**src/rtl/snn_xor_infer_ctrl_pkg.sv**
```systemverilog
// Shared controller definitions: FSM state encoding and default timing constants
// used by the XOR inference controller and later multi-core schedulers.
package snn_ctrl_pkg;

  localparam logic [2:0] STATE_IDLE   = 3'd0;
  localparam logic [2:0] STATE_CLEAR  = 3'd1;
  localparam logic [2:0] STATE_RUN    = 3'd2;
  localparam logic [2:0] STATE_DRAIN  = 3'd3;
  localparam logic [2:0] STATE_REPORT = 3'd4;

  typedef enum logic [2:0] {
    ST_IDLE   = STATE_IDLE,
    ST_CLEAR  = STATE_CLEAR,
    ST_RUN    = STATE_RUN,
    ST_DRAIN  = STATE_DRAIN,
    ST_REPORT = STATE_REPORT
  } ctrl_state_t;

  localparam int DEFAULT_SETTLE_CYCLES = 4;
  localparam int DEFAULT_WINDOW_CYCLES = 64;
  localparam int DEFAULT_SPIKE_PERIOD  = 2;
  localparam int DEFAULT_DRAIN_CYCLES  = 4;
  localparam int DEFAULT_OUT_THRESH    = 2;
  localparam int DEFAULT_CNT_WIDTH     = 8;

  // Sizes the shared duration counter to the longest phase.
  function automatic int max3(input int x, input int y, input int z);
    int m;
    m = (x > y) ? x : y;
    return (m > z) ? m : z;
  endfunction

endpackage

```
**src/rtl/snn_xor_infer_ctrl_if.sv**
```systemverilog
// Host-side request/result handshake bundle for the XOR inference controller.
interface snn_xor_infer_ctrl_if #(
  parameter int CNT_WIDTH = 8
);
  logic                 req_valid;
  logic                 req_ready;
  logic                 req_a;
  logic                 req_b;
  logic                 res_valid;
  logic                 res_ready;
  logic                 res_xor;
  logic [CNT_WIDTH-1:0] res_spike_count;

  modport master (
    output req_valid, req_a, req_b, res_ready,
    input  req_ready, res_valid, res_xor, res_spike_count
  );

  modport slave (
    input  req_valid, req_a, req_b, res_ready,
    output req_ready, res_valid, res_xor, res_spike_count
  );
endinterface

```
**src/rtl/snn_xor_infer_ctrl_enc.sv**
```systemverilog
// Rate encoder: emits a registered spike on phase 0 of a free-running period
// while enabled and the input level is high.
module snn_spike_rate_encoder #(
  parameter int SPIKE_PERIOD = 2
) (
  input  logic clk,
  input  logic rst_n,
  input  logic clr,
  input  logic en,
  input  logic level,
  output logic spike
);

  localparam int PW = (SPIKE_PERIOD > 1) ? $clog2(SPIKE_PERIOD) : 1;
  localparam logic [PW-1:0] PHASE_LAST = PW'(SPIKE_PERIOD - 1);

  logic [PW-1:0] phase_reg;
  logic          spike_reg;

  always_ff @(posedge clk or negedge rst_n) begin
    if (!rst_n) begin
      phase_reg <= '0;
      spike_reg <= 1'b0;
    end else if (clr) begin
      phase_reg <= '0;
      spike_reg <= 1'b0;
    end else if (en) begin
      spike_reg <= level & (phase_reg == '0);
      phase_reg <= (phase_reg == PHASE_LAST) ? '0 : phase_reg + 1'b1;
    end else begin
      spike_reg <= 1'b0;
    end
  end

  assign spike = spike_reg;

endmodule

```
**src/rtl/snn_xor_infer_ctrl.sv**
```systemverilog
// Sequences one XOR inference per request: clears the SNN core, drives
// rate-coded inputs for a window, drains, and reports a thresholded spike count.
module snn_xor_infer_ctrl
  import snn_ctrl_pkg::*;
#(
  parameter int SETTLE_CYCLES = DEFAULT_SETTLE_CYCLES,
  parameter int WINDOW_CYCLES = DEFAULT_WINDOW_CYCLES,
  parameter int SPIKE_PERIOD  = DEFAULT_SPIKE_PERIOD,
  parameter int DRAIN_CYCLES  = DEFAULT_DRAIN_CYCLES,
  parameter int OUT_THRESH    = DEFAULT_OUT_THRESH,
  parameter int CNT_WIDTH     = DEFAULT_CNT_WIDTH
) (
  input  logic                 clk,
  input  logic                 rst_n,
  snn_xor_infer_ctrl_if.slave  bus,
  output logic                 core_rst_n,
  output logic                 core_spike_in_0,
  output logic                 core_spike_in_1,
  output logic                 core_switch_0,
  output logic                 core_switch_1,
  input  logic                 core_spike_out,
  output logic                 busy
);

  localparam int DUR_MAX = max3(SETTLE_CYCLES, WINDOW_CYCLES, DRAIN_CYCLES);
  localparam int DUR_W   = $clog2(DUR_MAX + 1);
  localparam logic [DUR_W-1:0] SETTLE_LOAD = DUR_W'(SETTLE_CYCLES - 1);
  localparam logic [DUR_W-1:0] WINDOW_LOAD = DUR_W'(WINDOW_CYCLES - 1);
  localparam logic [DUR_W-1:0] DRAIN_LOAD  = DUR_W'((DRAIN_CYCLES > 0) ? DRAIN_CYCLES - 1 : 0);

  ctrl_state_t          state_reg;
  logic [DUR_W-1:0]     dur_reg;
  logic                 a_reg, b_reg;
  logic [CNT_WIDTH-1:0] cnt_reg, cnt_next;
  logic                 req_ready_reg, res_valid_reg, res_xor_reg;
  logic [CNT_WIDTH-1:0] res_count_reg;
  logic                 core_rst_n_reg, switch_0_reg, switch_1_reg, busy_reg;
  logic                 counting, accept, enc_clr, enc_en;
  logic [1:0]           enc_level, enc_spike;

  function automatic logic thresh_met(input logic [CNT_WIDTH-1:0] c);
    return (int'(c) >= OUT_THRESH);
  endfunction

  assign counting = (state_reg == ST_RUN) || (state_reg == ST_DRAIN);
  assign accept   = (state_reg == ST_IDLE) && bus.req_valid && req_ready_reg;

  // Saturating count; spikes outside the RUN/DRAIN window never reach it.
  always_comb begin
    cnt_next = cnt_reg;
    if (counting && core_spike_out && !(&cnt_reg))
      cnt_next = cnt_reg + 1'b1;
  end

  // Encoder outputs are registered, so enable reflects the state of the next cycle.
  assign enc_clr = accept;
  assign enc_en  = ((state_reg == ST_CLEAR) && (dur_reg == '0)) ||
                   ((state_reg == ST_RUN) && (dur_reg != '0));
  assign enc_level = {b_reg, a_reg};

  for (genvar gi = 0; gi < 2; gi++) begin : g_enc
    snn_spike_rate_encoder #(
      .SPIKE_PERIOD(SPIKE_PERIOD)
    ) u_enc (
      .clk   (clk),
      .rst_n (rst_n),
      .clr   (enc_clr),
      .en    (enc_en),
      .level (enc_level[gi]),
      .spike (enc_spike[gi])
    );
  end

  always_ff @(posedge clk or negedge rst_n) begin
    if (!rst_n) begin
      state_reg      <= ST_IDLE;
      dur_reg        <= '0;
      a_reg          <= 1'b0;
      b_reg          <= 1'b0;
      cnt_reg        <= '0;
      req_ready_reg  <= 1'b0;
      res_valid_reg  <= 1'b0;
      res_xor_reg    <= 1'b0;
      res_count_reg  <= '0;
      core_rst_n_reg <= 1'b0;
      switch_0_reg   <= 1'b0;
      switch_1_reg   <= 1'b0;
      busy_reg       <= 1'b0;
    end else begin
      case (state_reg)
        ST_IDLE: begin
          req_ready_reg  <= 1'b1;
          core_rst_n_reg <= 1'b1;
          if (accept) begin
            a_reg          <= bus.req_a;
            b_reg          <= bus.req_b;
            cnt_reg        <= '0;
            dur_reg        <= SETTLE_LOAD;
            req_ready_reg  <= 1'b0;
            core_rst_n_reg <= 1'b0;
            busy_reg       <= 1'b1;
            state_reg      <= ST_CLEAR;
          end
        end
        ST_CLEAR: begin
          if (dur_reg == '0) begin
            core_rst_n_reg <= 1'b1;
            switch_0_reg   <= a_reg;
            switch_1_reg   <= b_reg;
            dur_reg        <= WINDOW_LOAD;
            state_reg      <= ST_RUN;
          end else begin
            dur_reg <= dur_reg - 1'b1;
          end
        end
        ST_RUN, ST_DRAIN: begin
          cnt_reg <= cnt_next;
          if (dur_reg != '0) begin
            dur_reg <= dur_reg - 1'b1;
          end else if ((state_reg == ST_RUN) && (DRAIN_CYCLES > 0)) begin
            dur_reg   <= DRAIN_LOAD;
            state_reg <= ST_DRAIN;
          end else begin
            // Result captures this cycle's spike too, so it uses cnt_next.
            res_valid_reg <= 1'b1;
            res_count_reg <= cnt_next;
            res_xor_reg   <= thresh_met(cnt_next);
            switch_0_reg  <= 1'b0;
            switch_1_reg  <= 1'b0;
            state_reg     <= ST_REPORT;
          end
        end
        ST_REPORT: begin
          if (bus.res_ready) begin
            res_valid_reg <= 1'b0;
            req_ready_reg <= 1'b1;
            busy_reg      <= 1'b0;
            state_reg     <= ST_IDLE;
          end
        end
        default: state_reg <= ST_IDLE;
      endcase
    end
  end

  assign bus.req_ready       = req_ready_reg;
  assign bus.res_valid       = res_valid_reg;
  assign bus.res_xor         = res_xor_reg;
  assign bus.res_spike_count = res_count_reg;
  assign core_rst_n          = core_rst_n_reg;
  assign core_spike_in_0     = enc_spike[0];
  assign core_spike_in_1     = enc_spike[1];
  assign core_switch_0       = switch_0_reg;
  assign core_switch_1       = switch_1_reg;
  assign busy                = busy_reg;

endmodule

```
**src/flat_wrapper.sv**
```systemverilog
// flat-port wrapper written by rule: the top's interface ports become plain ports
module snn_xor_infer_ctrl_flat import snn_ctrl_pkg::*;
#(
  parameter int SETTLE_CYCLES = DEFAULT_SETTLE_CYCLES,
  parameter int WINDOW_CYCLES = DEFAULT_WINDOW_CYCLES,
  parameter int SPIKE_PERIOD  = DEFAULT_SPIKE_PERIOD,
  parameter int DRAIN_CYCLES  = DEFAULT_DRAIN_CYCLES,
  parameter int OUT_THRESH    = DEFAULT_OUT_THRESH,
  parameter int CNT_WIDTH     = DEFAULT_CNT_WIDTH
)
  (clk, rst_n, core_rst_n, core_spike_in_0, core_spike_in_1, core_switch_0, core_switch_1, core_spike_out, busy, bus_req_valid, bus_req_a, bus_req_b, bus_res_ready, bus_req_ready, bus_res_valid, bus_res_xor, bus_res_spike_count);
  snn_xor_infer_ctrl_if #(.CNT_WIDTH(CNT_WIDTH)) bus_i ();
  input  logic clk;
  input  logic rst_n;
  output logic core_rst_n;
  output logic core_spike_in_0;
  output logic core_spike_in_1;
  output logic core_switch_0;
  output logic core_switch_1;
  input  logic core_spike_out;
  output logic busy;
  input wire logic [$bits(bus_i.req_valid)-1:0] bus_req_valid;
  input wire logic [$bits(bus_i.req_a)-1:0] bus_req_a;
  input wire logic [$bits(bus_i.req_b)-1:0] bus_req_b;
  input wire logic [$bits(bus_i.res_ready)-1:0] bus_res_ready;
  output wire logic [$bits(bus_i.req_ready)-1:0] bus_req_ready;
  output wire logic [$bits(bus_i.res_valid)-1:0] bus_res_valid;
  output wire logic [$bits(bus_i.res_xor)-1:0] bus_res_xor;
  output wire logic [$bits(bus_i.res_spike_count)-1:0] bus_res_spike_count;
  assign bus_i.req_valid = bus_req_valid;
  assign bus_i.req_a = bus_req_a;
  assign bus_i.req_b = bus_req_b;
  assign bus_i.res_ready = bus_res_ready;
  assign bus_req_ready = bus_i.req_ready;
  assign bus_res_valid = bus_i.res_valid;
  assign bus_res_xor = bus_i.res_xor;
  assign bus_res_spike_count = bus_i.res_spike_count;
  snn_xor_infer_ctrl #(.SETTLE_CYCLES(SETTLE_CYCLES), .WINDOW_CYCLES(WINDOW_CYCLES), .SPIKE_PERIOD(SPIKE_PERIOD), .DRAIN_CYCLES(DRAIN_CYCLES), .OUT_THRESH(OUT_THRESH), .CNT_WIDTH(CNT_WIDTH)) u_core (.clk(clk), .rst_n(rst_n), .bus(bus_i), .core_rst_n(core_rst_n), .core_spike_in_0(core_spike_in_0), .core_spike_in_1(core_spike_in_1), .core_switch_0(core_switch_0), .core_switch_1(core_switch_1), .core_spike_out(core_spike_out), .busy(busy));
endmodule
```
**config.mk**
```make
export PLATFORM = sky130hd
export DESIGN_NAME = snn_xor_infer_ctrl_flat
export DESIGN_NICKNAME = d
export VERILOG_FILES = /design/src/rtl/snn_xor_infer_ctrl_pkg.sv /design/src/rtl/snn_xor_infer_ctrl_if.sv /design/src/rtl/snn_xor_infer_ctrl_enc.sv /design/src/rtl/snn_xor_infer_ctrl.sv /design/src/flat_wrapper.sv
export SDC_FILE = /design/constraint.sdc
export NUM_CORES = 1
export LEC_CHECK = 0
export BUFFER_PORTS_ARGS = -buffer_cell sky130_fd_sc_hd__clkbuf_2
export CAP_MARGIN = 30
export CORE_ASPECT_RATIO = 0.9
export CORE_UTILIZATION = 40
export CTS_CLUSTER_DIAMETER = 50
export CTS_CLUSTER_SIZE = 8
export DETAILED_ROUTE_END_ITERATION = 7
export PLACE_DENSITY = 0.63
export SYNTH_ARGS = -nofsm -noshare
export SYNTH_HDL_FRONTEND = slang
export SYNTH_SLANG_ARGS = --single-unit
```
**constraint.sdc**
```tcl
create_clock -name clk -period 4.15 [get_ports clk]
set_input_delay 0.2075 -clock clk [delete_from_list [all_inputs] [get_ports clk]]
set_output_delay 0.2075 -clock clk [all_outputs]
set_load 0.02 [all_outputs]
```
# Word-level counts from Yosys, hierarchy flattened
# Index checks and enable logic that the tools add are counted.
# totals
reg_bits	39
input_bits	7
output_inout_bits	17
# classes
muxes	41
reduce_logical	31
n_bitwise	6
magnitude_cmp	1
eq_ne	10
add_sub_neg	4
# ops
op	count
two-way mux 7 bit	4
two-way mux 1 bit	21
case mux 7 bit (3 select lines)	1
two-way mux 8 bit	2
case mux 8 bit (2 select lines)	1
two-way mux 3 bit	5
case mux 1 bit (2 select lines)	6
case mux 3 bit (4 select lines)	1
AND reduction 4 bit	3
nonzero test 2 bit	6
AND reduction 3 bit	3
adder 8 x 1 -> 8 bit (second input constant)	1
>= comparator 8 x 2 -> 1 bit (second input constant)	1
!= test 2 bit (second input constant)	4
AND reduction 2 bit	4
AND reduction 8 bit	1
logical NOT 7 bit	1
nonzero test 7 bit	1
subtractor 7 x 1 -> 7 bit (second input constant)	1
== test 3 x 2 -> 1 bit (second input constant)	2
logical AND 1 bit	6
inverter 1 bit	4
== test 3 x 1 -> 1 bit (second input constant)	1
== test 3 bit (second input constant)	1
9 further kinds	12

# Longest topological paths before layout
# logic_depth
depth_word	6
ltp_mapped	8
ltp_nobuf	7

# Hierarchy
# Synthesis repeated with hierarchy kept, for this count alone.
# unflattened
cells_unflattened	207
area_unflattened_um2	1968.1
# by_module_without_submodules
mod	area_each_um2	seq_area_each_um2	n_inst	cells_per_inst
snn_xor_infer_ctrl	1818.0	875.8	1	197
snn_spike_rate_encoder	75.1	50.0	2	5

# Worst setup path before layout
# Ideal clock, no wire load.
# synth_path
kind	register to register
from	register u_core.cnt_reg[0]
to	register u_core.cnt_reg[7]
slack_ns	2.360
period_less_slack_ns	1.790
setup_ns	0.120
arrival_ns	1.671
path_stages_with_launch	6
path_cell_list	dfrtp_1 > ha_1 > and3_4 > a2111oi_4 > nand3_2 > a31o_1
# synth_via
elab_chain_cells	5
word_cells_on_any_way	6
cone_classes	add/sub (1); mux (2); reduce/logical (3)
# synth_rtl
element	line	source
from (decl)	snn_xor_infer_ctrl.sv:34	logic [CNT_WIDTH-1:0] cnt_reg, cnt_next;
from (signal assigned)	snn_xor_infer_ctrl.sv:117	cnt_reg <= cnt_next;
branches (longest 3 deep; another with adder 8 x 1 -> 8 bit)	-	
two-way mux 8 bit *	snn_xor_infer_ctrl.sv:51	if (counting && core_spike_out && !(&cnt_reg))
case mux 8 bit (2 select lines) *	snn_xor_infer_ctrl.sv:90	case (state_reg)
# Mark *: on every way between the ends.
# A chain may end at the register's enable or synchronous reset.

# Final worst setup path
# layout_path
from	register u_core.state_reg[1]
to	register u_core.cnt_reg[3]
# layout_via
elab_chain_cells	6
word_cells_on_any_way	14
cone_classes	eq/ne (3); mux (2); reduce/logical (9)
# layout_rtl
element	line	source
from (decl)	snn_xor_infer_ctrl.sv:31	ctrl_state_t state_reg;
from (signal assigned)	snn_xor_infer_ctrl.sv:76	state_reg <= ST_IDLE;
from (signal assigned)	snn_xor_infer_ctrl.sv:102	state_reg <= ST_CLEAR;
from (signal assigned)	snn_xor_infer_ctrl.sv:111	state_reg <= ST_RUN;
== test 3 x 2 -> 1 bit	snn_xor_infer_ctrl.sv:45, snn_xor_infer_ctrl.sv:90	
logical OR 1 bit	snn_xor_infer_ctrl.sv:45	assign counting = (state_reg == ST_RUN) || (state_reg == ST_DRAIN);
logical AND 1 bit (2 in series)	snn_xor_infer_ctrl.sv:51	
two-way mux 8 bit	snn_xor_infer_ctrl.sv:51	
case mux 8 bit (2 select lines)	snn_xor_infer_ctrl.sv:90	
# Several ways; a longest one is shown, not always the timed one.

==> metrics.md <==
| Metric | Value |
|---|---|
| CP max stage delay | ~0.56 ns |
| RSZ-0062 raised after global routing | no |
| Pleak | between 1 and 1.5 nW |
| Status | complete, no violations |
| Crit path max fanout | 12 |
| CTS Buffer Depth | 2 |
| Min-Delay Path Class | primary input to flop |
| Number of global-route vias before repair | ~1500 |
| Max-cap viol count | 0 |
| Vias | roughly 1600 |
| Setup TNS Final | 0 ns |
| Post-layout min period | around 2.1 ns |
| Largest net degree at the start of global routing | 26 |
| Die Area | 0.005430 mm^2 |
| Syn_area_per_cell | between 9 and 10 um^2 |
| Gr usage total | 0.1745 |
| Core ar. | ~0.0049 mm^2 |
| Peak VDD IR | around 0.25 mV |
| H-tree levels | 2 |
| Post-Syn Area | about 0.0021 mm^2 |
| Crit-path most repeated cell | nor2_1 |
| Vias/cell | approximately 5.2 |
| Post-synth top flop | dfrtp_1 |
| Startpoint types | flop |
| Power Density | approximately 670 mW/mm^2 |
| Final setup fails | 0 |
| Total power draw | 1.584 mW |
| Critical path buffers and inverters | 0 |
| WL/cell | around 14 um |
| Fmax | about 470 MHz |
| Clock transition at the registers of the reported paths | 0.08 ns |
| WS Path Type | flop to flop |
| CTS Sinks | 39 |
| Chip width | about 78 um |
| Synth Register Bits | 39 |
| Sequential-to-total area share from yosys stat | 0.4747 |
| Initial antenna violation count | 0 |
| Layout fillers | ~460 |
| Synth Net Count | approximately 230 |
| Slew headroom | 0.5346 |
| Resized cells post-CTS | 0 |
| Slowest-stage cell, CP | nor2_1 |
| Hpwl dp | between 3000 and 4000 um |
| Crit path arrival time | approximately 2.3 ns |
| Clock skew | slightly below 0.005 ns |
| Post-route ant nets | 0 |
| Netlist cell types | between 40 and 50 |
| Worst path top cell family by delay | simple AND/OR/NAND/NOR gates |
| Synthesis Warnings | 0 |
| Share of layout cells above drive strength 1 | 0.1811 |
| Post-Route WL | around 4200 um |
| Row count | 24 |
| Final Cycle Share | 0.5086 |
| Root Driver | clkbuf_8 |
| Number of DRC markers in iteration 0 | 108 |
| Post-synth EDFFs | 0 |
| First-pass GRT wire length | between 7000 and 8000 um |
| Boundary Pins | 24 |
| Grt total ovfl | 0 |
| CP endpoint kind | flop |
| Asr flop ratio synth | 1.000 |
| Area grow syn2layout | 14.30% |
| Worst hold slack | about 0.13 ns |
| Worst-Skew Late Latency | about 0.29 ns |
| Height of the die | roughly 70 um |
| TritonCTS Buffers | 5 |
| DRC violations left | 0 |
| Final slew viol count | 0 |
| GP Congestion | ~0.8 |
| Nets | between 200 and 300 |
| Cell Chain, Critical Path | nor2_1 -> nand3_1 -> nor2_1 -> or3_1 -> o21ai_0 |
| Mapped Cells | 219 |
| Port Buffers | 23 |
| DR pass1 iterations | 4 |
| Fin. Hold Viols | 0 |
| CTS tree | built |
| Initial core utilization | 0.4200 |
| Antenna Cells | 0 |
| Data required time of the critical path | about 4.3 ns |
| Worst slew pin tran | between 0.6 and 0.7 ns |
==> tightest hold or removal path, delay by kind of cell <==
family                 cells  cell delay, ns
and+or+nand+nor            1            0.04
AOI/OAI and AO/OA          1            0.06
buffers and inverters      1            0.08
==> logic make-up (layout without fill, tap and decap cells) <==
group,count (synthesis),count (layout),share of synthesized area
AO/OA/AOI/OAI,63,63,0.1954
XOR/XNOR,7,7,0.02982
adder cells (fa/ha/maj),3,3,0.01826
buffers and inverters,17,41,0.03895
flip-flops,39,39,0.4747
multiplexers,3,3,0.01461
AND/OR/NAND/NOR,87,87,0.2282
==> area by class of cell <==
type,count,area [um^2],area share
sequential,39,975.9,0.4153
clock inverter,2,35.03,0.01491
timing repair buffer,25,145.1,0.06177
tap,65,81.33,0.03461
multi-input combinational,163,999.7,0.4255
inverter,8,30.03,0.01278
clock buffer,6,82.58,0.03514
==> what timing repair did <==
action                                 CTS  global route
endpoints found under the hold margin   14             0
setup buffers                            0             0
hold buffers                             1             0
==> where the power goes <==
part / leakage, nW / total, mW / switching, mW / internal [mW]
logic: 0.508 / 0.612 / 0.382 / 0.230
registers: 0.472 / 0.641 / 0.126 / 0.515
clock network: 0.0612 / 0.331 / 0.136 / 0.195
==> metal layers <==
metal	routed length [um]	vias up	global-route usage
met5	0	-	0
met4	35	0	0.06289
met3	167	4	0.06144
met2	1730	38	0.2153
met1	2282	750	0.2708
li1	-	823	-
==> stage by stage <==
| stage | instances | util | area [um^2] | setup WS, ns |
|---|---|---|---|---|
| 2_1_floorplan | 219 | - | 2056 | 2.360 |
| 3_3_place_gp | 298 | 0.4499 | 2202 | 2.177 |
| 3_5_place_dp | 299 | 0.4540 | 2222 | 2.096 |
| 4_1_cts | 308 | 0.4801 | 2350 | 2.069 |
| 5_1_grt | 308 | 0.4801 | 2350 | 1.815 |
| 6_report | 308 | 0.4801 | 2350 | 2.039 |
==> final timing paths <==
check,depth (start not counted),slack [ns],from,end
worst max-delay path,5,2.04,u_core.state_reg[1],u_core.cnt_reg[3]
worst min-delay path,3,0.13,bus_req_b,u_core.b_reg
worst max register to register,5,2.04,u_core.state_reg[1],u_core.cnt_reg[3]
worst min register to register,1,0.46,u_core.g_enc[0].u_enc.phase_reg,u_core.g_enc[0].u_enc.spike
max in group asynchronous,3,3.32,rst_n,u_core.a_reg
min in group asynchronous,2,0.37,rst_n,u_core.bus.res_spike_count[5]
==> layout by cell type (no fill, tap or decap), drive strengths merged, types with 2 or more instances in the layout <==
| cell | instances |
|---|---|
| a21o | 5 |
| a21oi | 12 |
| a31oi | 4 |
| and3 | 2 |
| clkbuf | 29 |
| dfrtp | 39 |
| ha | 3 |
| inv | 8 |
| mux2i | 3 |
| nand2 | 22 |
| nand2b | 2 |
| nand3 | 10 |
| nand3b | 2 |
| nand4 | 2 |
| nor2 | 23 |
| nor2b | 4 |
| nor3 | 6 |
| o21ai | 31 |
| o41ai | 2 |
| or2 | 3 |
| or3 | 4 |
| xnor2 | 6 |
==> cell usage after synthesis (2+ instances only) <==
master	n	area, um^2
a21o_1	5	37.54
a21oi_1	12	60.06
a31oi_1	4	25.02
buf_2	7	35.03
dfrtp_1	39	975.9
ha_1	3	37.54
inv_1	8	30.03
mux2i_1	3	30.03
nand2_1	22	82.58
nand2b_1	2	12.51
nand3_1	8	40.04
nand3_2	2	20.02
nand4_1	2	12.51
nor2_1	23	86.33
nor2b_1	4	25.02
nor3_1	5	25.02
o21ai_0	24	120.1
o21ai_1	6	30.03
o41ai_1	2	17.52
or2_1	2	12.51
or3_1	4	25.02
xnor2_1	6	52.55
Power figures use the tool's default switching activity.
